## src/rtl/instr_prefetch_buffer.sv

```systemverilog
// Instruction prefetch buffer: issues sequential word fetches over a req/gnt/rvalid bus
// and queues {instr, pc} pairs for the core, flushing on execute-stage redirects.
module instr_prefetch_buffer #(
    parameter int unsigned DEPTH           = 4,
    parameter int unsigned MAX_OUTSTANDING = 2,
    parameter logic [31:0] RESET_PC        = 32'h0000_0000
) (
    input  logic        clk_i,
    input  logic        rst_n_i,
    input  logic        redirect_i,
    input  logic [31:0] redirect_pc_i,
    input  logic        ready_i,
    output logic        valid_o,
    output logic [31:0] instr_o,
    output logic [31:0] pc_o,
    output logic        imem_req_o,
    output logic [31:0] imem_addr_o,
    input  logic        imem_gnt_i,
    input  logic        imem_rvalid_i,
    input  logic [31:0] imem_rdata_i
);
    localparam int unsigned PW  = $clog2(DEPTH);
    localparam int unsigned CW  = $clog2(DEPTH + 1);
    localparam int unsigned OW  = $clog2(MAX_OUTSTANDING + 1);
    localparam int unsigned QW  = (MAX_OUTSTANDING > 1) ? $clog2(MAX_OUTSTANDING) : 1;
    localparam logic [31:0] NOP = 32'h0000_0013;

    typedef enum logic [0:0] {RUN, DRAIN} state_t;

    typedef struct packed {
        logic [31:0] instr;
        logic [31:0] pc;
    } entry_t;

    state_t        state, state_next;
    logic          started;
    logic [31:0]   fetch_addr;
    logic [OW-1:0] outstanding, outstanding_next;
    logic [OW-1:0] discard, discard_next;

    entry_t        fifo [DEPTH];
    logic [PW-1:0] rd_ptr, wr_ptr;
    logic [CW-1:0] count;

    // PCs of granted-but-unreturned requests, consumed in order as responses arrive
    logic [31:0]   pcq [MAX_OUTSTANDING];
    logic [QW-1:0] pcq_rd, pcq_wr;

    logic grant, resp, push, pop, room;

    function automatic logic [QW-1:0] pcq_inc(input logic [QW-1:0] idx);
        return (idx == QW'(MAX_OUTSTANDING - 1)) ? '0 : idx + 1'b1;
    endfunction

    // Space is reserved for every in-flight response, so a push can never overflow
    assign room = (32'(count) + 32'(outstanding) < DEPTH) &&
                  (32'(outstanding) < MAX_OUTSTANDING);

    always_comb begin
        imem_req_o = 1'b0;
        if (state == RUN)
            imem_req_o = started && room;
    end

    assign grant            = imem_req_o & imem_gnt_i;
    assign resp             = imem_rvalid_i & (outstanding != '0);
    assign push             = resp & (discard == '0) & ~redirect_i;
    assign pop              = valid_o & ready_i & ~redirect_i;
    assign outstanding_next = outstanding + OW'(grant) - OW'(resp);

    always_ff @(posedge clk_i or negedge rst_n_i) begin
        if (!rst_n_i)
            state <= RUN;
        else
            state <= state_next;
    end

    // A same-edge grant is already stale and a same-edge response already consumed
    always_comb begin
        state_next   = state;
        discard_next = discard;
        if (resp && (discard != '0))
            discard_next = discard - 1'b1;
        case (state)
            RUN: begin
                if (redirect_i) begin
                    discard_next = outstanding_next;
                    if (outstanding_next != '0)
                        state_next = DRAIN;
                end
            end
            DRAIN: begin
                if (discard_next == '0)
                    state_next = RUN;
            end
            default: state_next = RUN;
        endcase
    end

    always_ff @(posedge clk_i or negedge rst_n_i) begin
        if (!rst_n_i) begin
            started     <= 1'b0;
            fetch_addr  <= RESET_PC;
            outstanding <= '0;
            discard     <= '0;
            pcq_rd      <= '0;
            pcq_wr      <= '0;
            for (int i = 0; i < int'(MAX_OUTSTANDING); i++)
                pcq[i] <= '0;
        end else begin
            started     <= 1'b1;
            outstanding <= outstanding_next;
            discard     <= discard_next;
            if (redirect_i)
                fetch_addr <= redirect_pc_i & 32'hFFFF_FFFC;
            else if (grant)
                fetch_addr <= fetch_addr + 32'd4;
            if (grant) begin
                pcq[pcq_wr] <= fetch_addr;
                pcq_wr      <= pcq_inc(pcq_wr);
            end
            if (resp)
                pcq_rd <= pcq_inc(pcq_rd);
        end
    end

    always_ff @(posedge clk_i or negedge rst_n_i) begin
        if (!rst_n_i) begin
            rd_ptr <= '0;
            wr_ptr <= '0;
            count  <= '0;
            for (int i = 0; i < int'(DEPTH); i++)
                fifo[i] <= '{instr: NOP, pc: 32'h0};
        end else if (redirect_i) begin
            rd_ptr <= wr_ptr;
            count  <= '0;
        end else begin
            if (push) begin
                fifo[wr_ptr] <= '{instr: imem_rdata_i, pc: pcq[pcq_rd]};
                wr_ptr       <= wr_ptr + 1'b1;
            end
            if (pop)
                rd_ptr <= rd_ptr + 1'b1;
            count <= count + CW'(push) - CW'(pop);
        end
    end

    assign valid_o     = (count != '0);
    assign instr_o     = valid_o ? fifo[rd_ptr].instr : NOP;
    assign pc_o        = valid_o ? fifo[rd_ptr].pc : 32'h0;
    assign imem_addr_o = fetch_addr;

endmodule
```

## config.mk

```make
export PLATFORM = sky130hd
export DESIGN_NAME = instr_prefetch_buffer
export DESIGN_NICKNAME = d
export VERILOG_FILES = /design/src/rtl/instr_prefetch_buffer.sv
export SDC_FILE = /design/constraint.sdc
export NUM_CORES = 1
export LEC_CHECK = 0
export CAP_MARGIN = 30
export CORE_UTILIZATION = 57
export CTS_CLUSTER_DIAMETER = 50
export CTS_CLUSTER_SIZE = 20
export DETAILED_ROUTE_END_ITERATION = 10
export PLACE_DENSITY_LB_ADDON = 0.2
export REMOVE_ABC_BUFFERS = 1
export SYNTH_ARGS = -nofsm -noshare
export SYNTH_HDL_FRONTEND = slang
export SYNTH_SLANG_ARGS = --single-unit
export TNS_END_PERCENT = 10
```

## constraint.sdc

```tcl
create_clock -name clk_i -period 3.1 [get_ports clk_i]
set_clock_uncertainty 0.15 [all_clocks]
set_input_delay 0.31 -clock clk_i [delete_from_list [all_inputs] [get_ports clk_i]]
set_output_delay 0.31 -clock clk_i [all_outputs]
set_load 0.01 [all_outputs]
```

# After elaboration in Yosys (flattened, before gate mapping)
# Index checks and enable logic that the tools add are counted.
# word_totals
reg_bits,367
latch_bits,0
mem_bits_rw,0
romBits,0
inputBits,70
output_inout_bits,98
word_cells,94
mem_count,0
# op_classes
n_addsub,11
mul,0
n_div,0
magnitude_cmp,8
n_eq_ne,0
shift,0
muxes,29
bitwise,12
n_reduce_logical,14
# ops
cell,count
bitwise mux 256 bit,1
2-to-1 mux 32 bit,8
2-to-1 mux 64 bit,3
binary-select mux 64 bit (select 2 bit),1
demux 64 bit (select 2 bit),1
bitwise mux 64 bit,1
"adder 32 x 3 -> 32 bit, second input constant",1
demux 32 bit (select 1 bit),1
2-to-1 mux 2 bit,5
nonzero test 2 bit,5
AND 1 bit,6
">= comparator 3 bit, second input constant",2
2-to-1 mux 1 bit,6
NOT 2 -> 3 bit,2
logical AND 1 bit,5
"adder 2 x 1 -> 2 bit, second input constant",2
adder 3 x 2 -> 4 bit,1
">= comparator 2 bit, second input constant",2
zero test 2 bit,2
"< comparator 4 x 3 -> 1 bit, second input constant",1
NOT 1 -> 2 bit,2
adder 3 x 1 -> 3 bit,1
"< comparator 3 x 1 -> 1 bit, second input constant",1
2-to-1 mux 3 bit,1
other kinds (11),13

# Logic depth before layout (Yosys ltp)
# logic_depth
depth_word,12
depth_mapped,13
ltp_nobuf,12

# Worst setup path before layout
# No wires, ideal clock.
# synth_path
path_type,flip-flop to flip-flop
from,reg count[2]
to,reg count[2]
setup_ns,0.131
arrival_ns,2.308
slack_ns,0.510
path_stages_with_launch,13
n_path_buf,1
period_less_slack_ns,2.590
cell_sequence,dfrtp_1 clkbuf_1 nor3_1 inv_1 nand2_1 nor2_1 ha_1 inv_1 ha_1 fa_1 xnor2_1 xnor2_1 nor2_1
# synth_between
elab_chain_cells,5
elab_cells_between_ends,6
cone_classes,add/sub: 2; mux: 1; bitwise: 2; reduce/logical: 1
# synth_rtl
item,line_no,rtl
"start, declared",43,logic [CW-1:0] count;
"start signal, assigned",144,count <= count + CW'(push) - CW'(pop);
branches (longest 3 deep; another with adder 3 x 1 -> 3 bit),--,
subtractor 3 x 1 -> 3 bit (*),144,
2-to-1 mux 3 bit (*),134,end else if (redirect_i) begin
# Every way passes the cells marked *.
# A chain may end at the register's enable or synchronous reset.

# Worst setup path after layout
# layout_path
from,reg outstanding[1]
to,out imem_req_o
# layout_between
elab_chain_cells,5
elab_cells_between_ends,6
cone_classes,add/sub: 1; order compare: 2; mux: 1; reduce/logical: 2
# layout_rtl
item,line_no,rtl
"start, declared",38,"logic [OW-1:0] outstanding, outstanding_next;"
"start signal, assigned",112,outstanding <= outstanding_next;
adder 3 x 2 -> 4 bit,56,assign room = (32'(count) + 32'(outstanding) < DEPTH) &&
< comparator 4 x 3 -> 1 bit,56,
logical AND 1 bit (*),56,
logical AND 1 bit (*),62,imem_req_o = started && room;
2-to-1 mux 1 bit (*),61,if (state == RUN)
"end, declared",16,"output logic imem_req_o,"
# Every way passes the cells marked *; elsewhere a longest branch is shown, timed or not.

==> summary.md <==
| Metric | Value |
|---|---|
| GRT busiest layer | `met2` |
| Row count | `60` |
| Critical Path Source Type | `flop` |
| ANT nets after route | `0` |
| Via count | `10290` |
| M2 GR Usage | `43.69%` |
| P_leak | `0.008815 uW` |
| Fraction of layout cells with a size suffix above 1 | `27.35%` |
| Worst Path Max Fanout | `5` |
| Sequence of cells on the critical path | `ha_1, or4b_4, nor3_2, clkdlybuf4s50_1` |
| Num CTS Buffers | `38` |
| Area growth syn-to-layout | `23.44%` |
| Most frequent cell after synthesis | `dfrtp_1` |
| Final hold vios | `0` |
| CP endpoint kind | `output port` |
| Primary FF master, synth | `dfrtp_1` |
| Worst Setup SP | `outstanding[1]` |
| Vias in the first global route | `10970` |
| Least-Margin Pin Slew | `0.5676 ns` |
| Post-synth EDFFs | `0` |
| Reg-to-Reg End | `state` |
| Tmin final | `3.017 ns` |
| Top cells by count, synth | `dfrtp_1, mux2_2, nand2_1, o21ai_0` |
| Max VDD drop | `0.4834 mV` |
| Final Worst Setup Slack | `0.08341 ns` |
| First-pass GRT wire length | `58.20 mm` |
| Full die area | `28540 sq um` |
| Outcome | `complete, no violations` |
| Initial antenna violation count | `1` |
| Gr ovfl total | `0` |
| Wire length per cell | `19.53 microns` |
| Post-route insts no fill | `1809` |
| Gr usage total | `26.10%` |
| Hpwl dp | `22.15 mm` |
| # setup viols final | `0` |
| # IOs | `168` |
| Detailed Routing Iterations Pass 1 | `5` |
| Cells after Synth | `1247` |
| Area leader, netlist | `dfrtp_1` |
| Initial Utilization | `58.45%` |
| Hold crit path type | `input pin to flop` |
| DRC violations left | `0` |
| WP data required | `2.64 ns` |
| Routability congestion estimate | `0.7552` |
| Clock tree buffer depth | `3` |
| Power Dens Cells | `900.2 nW/um^2` |
| Clock Root Buffer | `clkbuf_16` |
| Final net count | `1490` |
| Synth async-reset ratio | `100.0%` |
| Met1 GRT Util | `35.57%` |
| Synth Area per Inst | `12.74 sq um` |
| Register area share after synthesis | `55.70%` |
| Slowest stage delay, CP | `0.57 ns` |
| Largest cells by area after synthesis | `dfrtp_1, mux2_2, mux4_2` |
| Max-cap violations | `0` |
| CTS tree | `built` |
| Die Ht | `168.9 microns` |
| # diodes | `0` |
| Synthesized flop and latch total | `353` |
| Setup Crit Path Kind | `flop to output port` |
| Core Region | `27180 sq um` |
| CTS Sinks | `353` |
| Clock slew at reported path FFs | `0.07 ns` |
| Clk_lat worst skew | `0.53 ns` |
| Worst reg2reg setup slack | `0.24 ns` |
| Slew HR | `62.04%` |
| Library cells used by synthesis | `44` |
| CTS H-tree depth | `2` |
| F_max | `331.5 MHz` |
| Post-synth top area share | `53.72%` |
| GR Util met3 | `4.045%` |
| Hold Path Stages | `3` |
| Slowest cell on the critical path | `clkdlybuf4s50_1` |
| CP Capture Point | `imem_req_o` |
| Synthesized cell area | `15890 sq um` |
| Setup TNS | `0 ns` |
| Tcrit/Tclk final | `97.31%` |
| Largest net degree at the start of global routing | `110` |
| Yosys warns | `0` |
| R2R depth | `12` |
| R2r startpoint | `outstanding[1]` |
| Routed WL | `35.33 mm` |
| Vias per cell | `5.688` |
| Number of port buffers | `161` |
| Iteration-0 DRC Markers | `613` |
| Die W | `168.9 microns` |
| CP arrival | `2.56 ns` |
| # placed instances | `1735` |
| Pre-CTS WS | `0.2986 ns` |
| Slew Viols, Final | `0` |
| Filler cells | `1881` |
## worst min-delay path by stage
stage               start  slack (ns)        end
2_1_floorplan     rst_n_i       -0.14   count[0]
3_3_place_gp      rst_n_i        0.17  fifo[250]
3_5_place_dp      rst_n_i        0.17  fifo[231]
4_1_cts        redirect_i        0.15   count[0]
5_1_grt        redirect_i        0.18   count[2]
6_report       redirect_i        0.16   count[0]
## stage by stage
stage	area [sq um]	hold WS [ns]	total power (uW)	util, %
after detailed placement	18150	0.1660	12740	66.79
after global placement	18150	0.1707	12510	66.79
final	19610	0.1632	17650	72.15
after floorplan	15530	-0.1356	10610	-
after global routing	19610	0.1816	18660	72.15
after CTS	19560	0.1544	17770	71.97
## layout by cell type, fill, tap and decap left out, types with 19 or more instances in the layout
cell	Yosys	routed
nand4_1	19	19
mux4_2	62	62
buf_4	4	23
mux2i_1	31	31
xor2_1	21	21
o21ai_0	150	150
nand2_1	164	160
mux2_2	188	188
and2_1	62	62
clkdlybuf4s50_1	0	159
clkbuf_16	0	41
dfrtp_1	341	338
## power by group
part	total, uW	switching, uW	leakage, uW	internal, uW
logic	5520	2460	0.00351	3060
clock network	4940	1990	0.000682	2950
registers	7190	930	0.00462	6260
## state kept, by name (all words and copies together), names as in the netlist
signal       count
started          1
pcq_wr           1
pcq_rd           1
count            3
outstanding      2
fifo           248
discard          2
pcq             60
state            1
imem_addr_o     30
wr_ptr           2
rd_ptr           2
## logic make-up after synthesis
family	after synthesis	synth area share (%)
flops	353	55.70
mux	283	24.21
simple gates	301	9.349
buf+inv	102	2.686
xor+xnor	35	1.930
fa+ha+maj	12	0.9924
compound gates	159	5.080
other cells	2	0.04728
## final cells by class
class / instances / area (sq um) / share of cell area [%]
Inverter: 16 / 60.06 / 0.3063
Multi-Input combinational cell: 795 / 6664 / 33.98
Clock inverter: 24 / 327.8 / 1.672
Sequential cell: 353 / 8857 / 45.17
Clock buffer: 45 / 1061 / 5.411
Timing Repair Buffer: 204 / 2173 / 11.08
Tap cell: 372 / 465.4 / 2.374
## what timing repair did
item | 4_1_cts | 5_1_grt
resized for setup | 2 | 1
setup endpoints to repair | 7 | 4
setup buffers | 0 | 4
hold endpoints to repair | 66 | 0
cloned | 0 | 0
hold buffers | 1 | 0
## layer usage
metal | wire length, microns | part of all wire, %
met1 | 15540 | 44
met3 | 1561 | 4.4
met2 | 17540 | 50
met4 | 686 | 1.9
met5 | 0 | 0
## worst max-delay path, delay by kind of cell, from the launching register on
| kind | cells | cell delay, ns |
|---|---|---|
| and+or+nand+nor | 2 | 0.75 |
| adders and majority gates | 1 | 0.25 |
| buffers and inverters | 1 | 0.57 |
| DFF | 1 | 0.46 |
No activity file was read; power rests on OpenSTA's default activity.
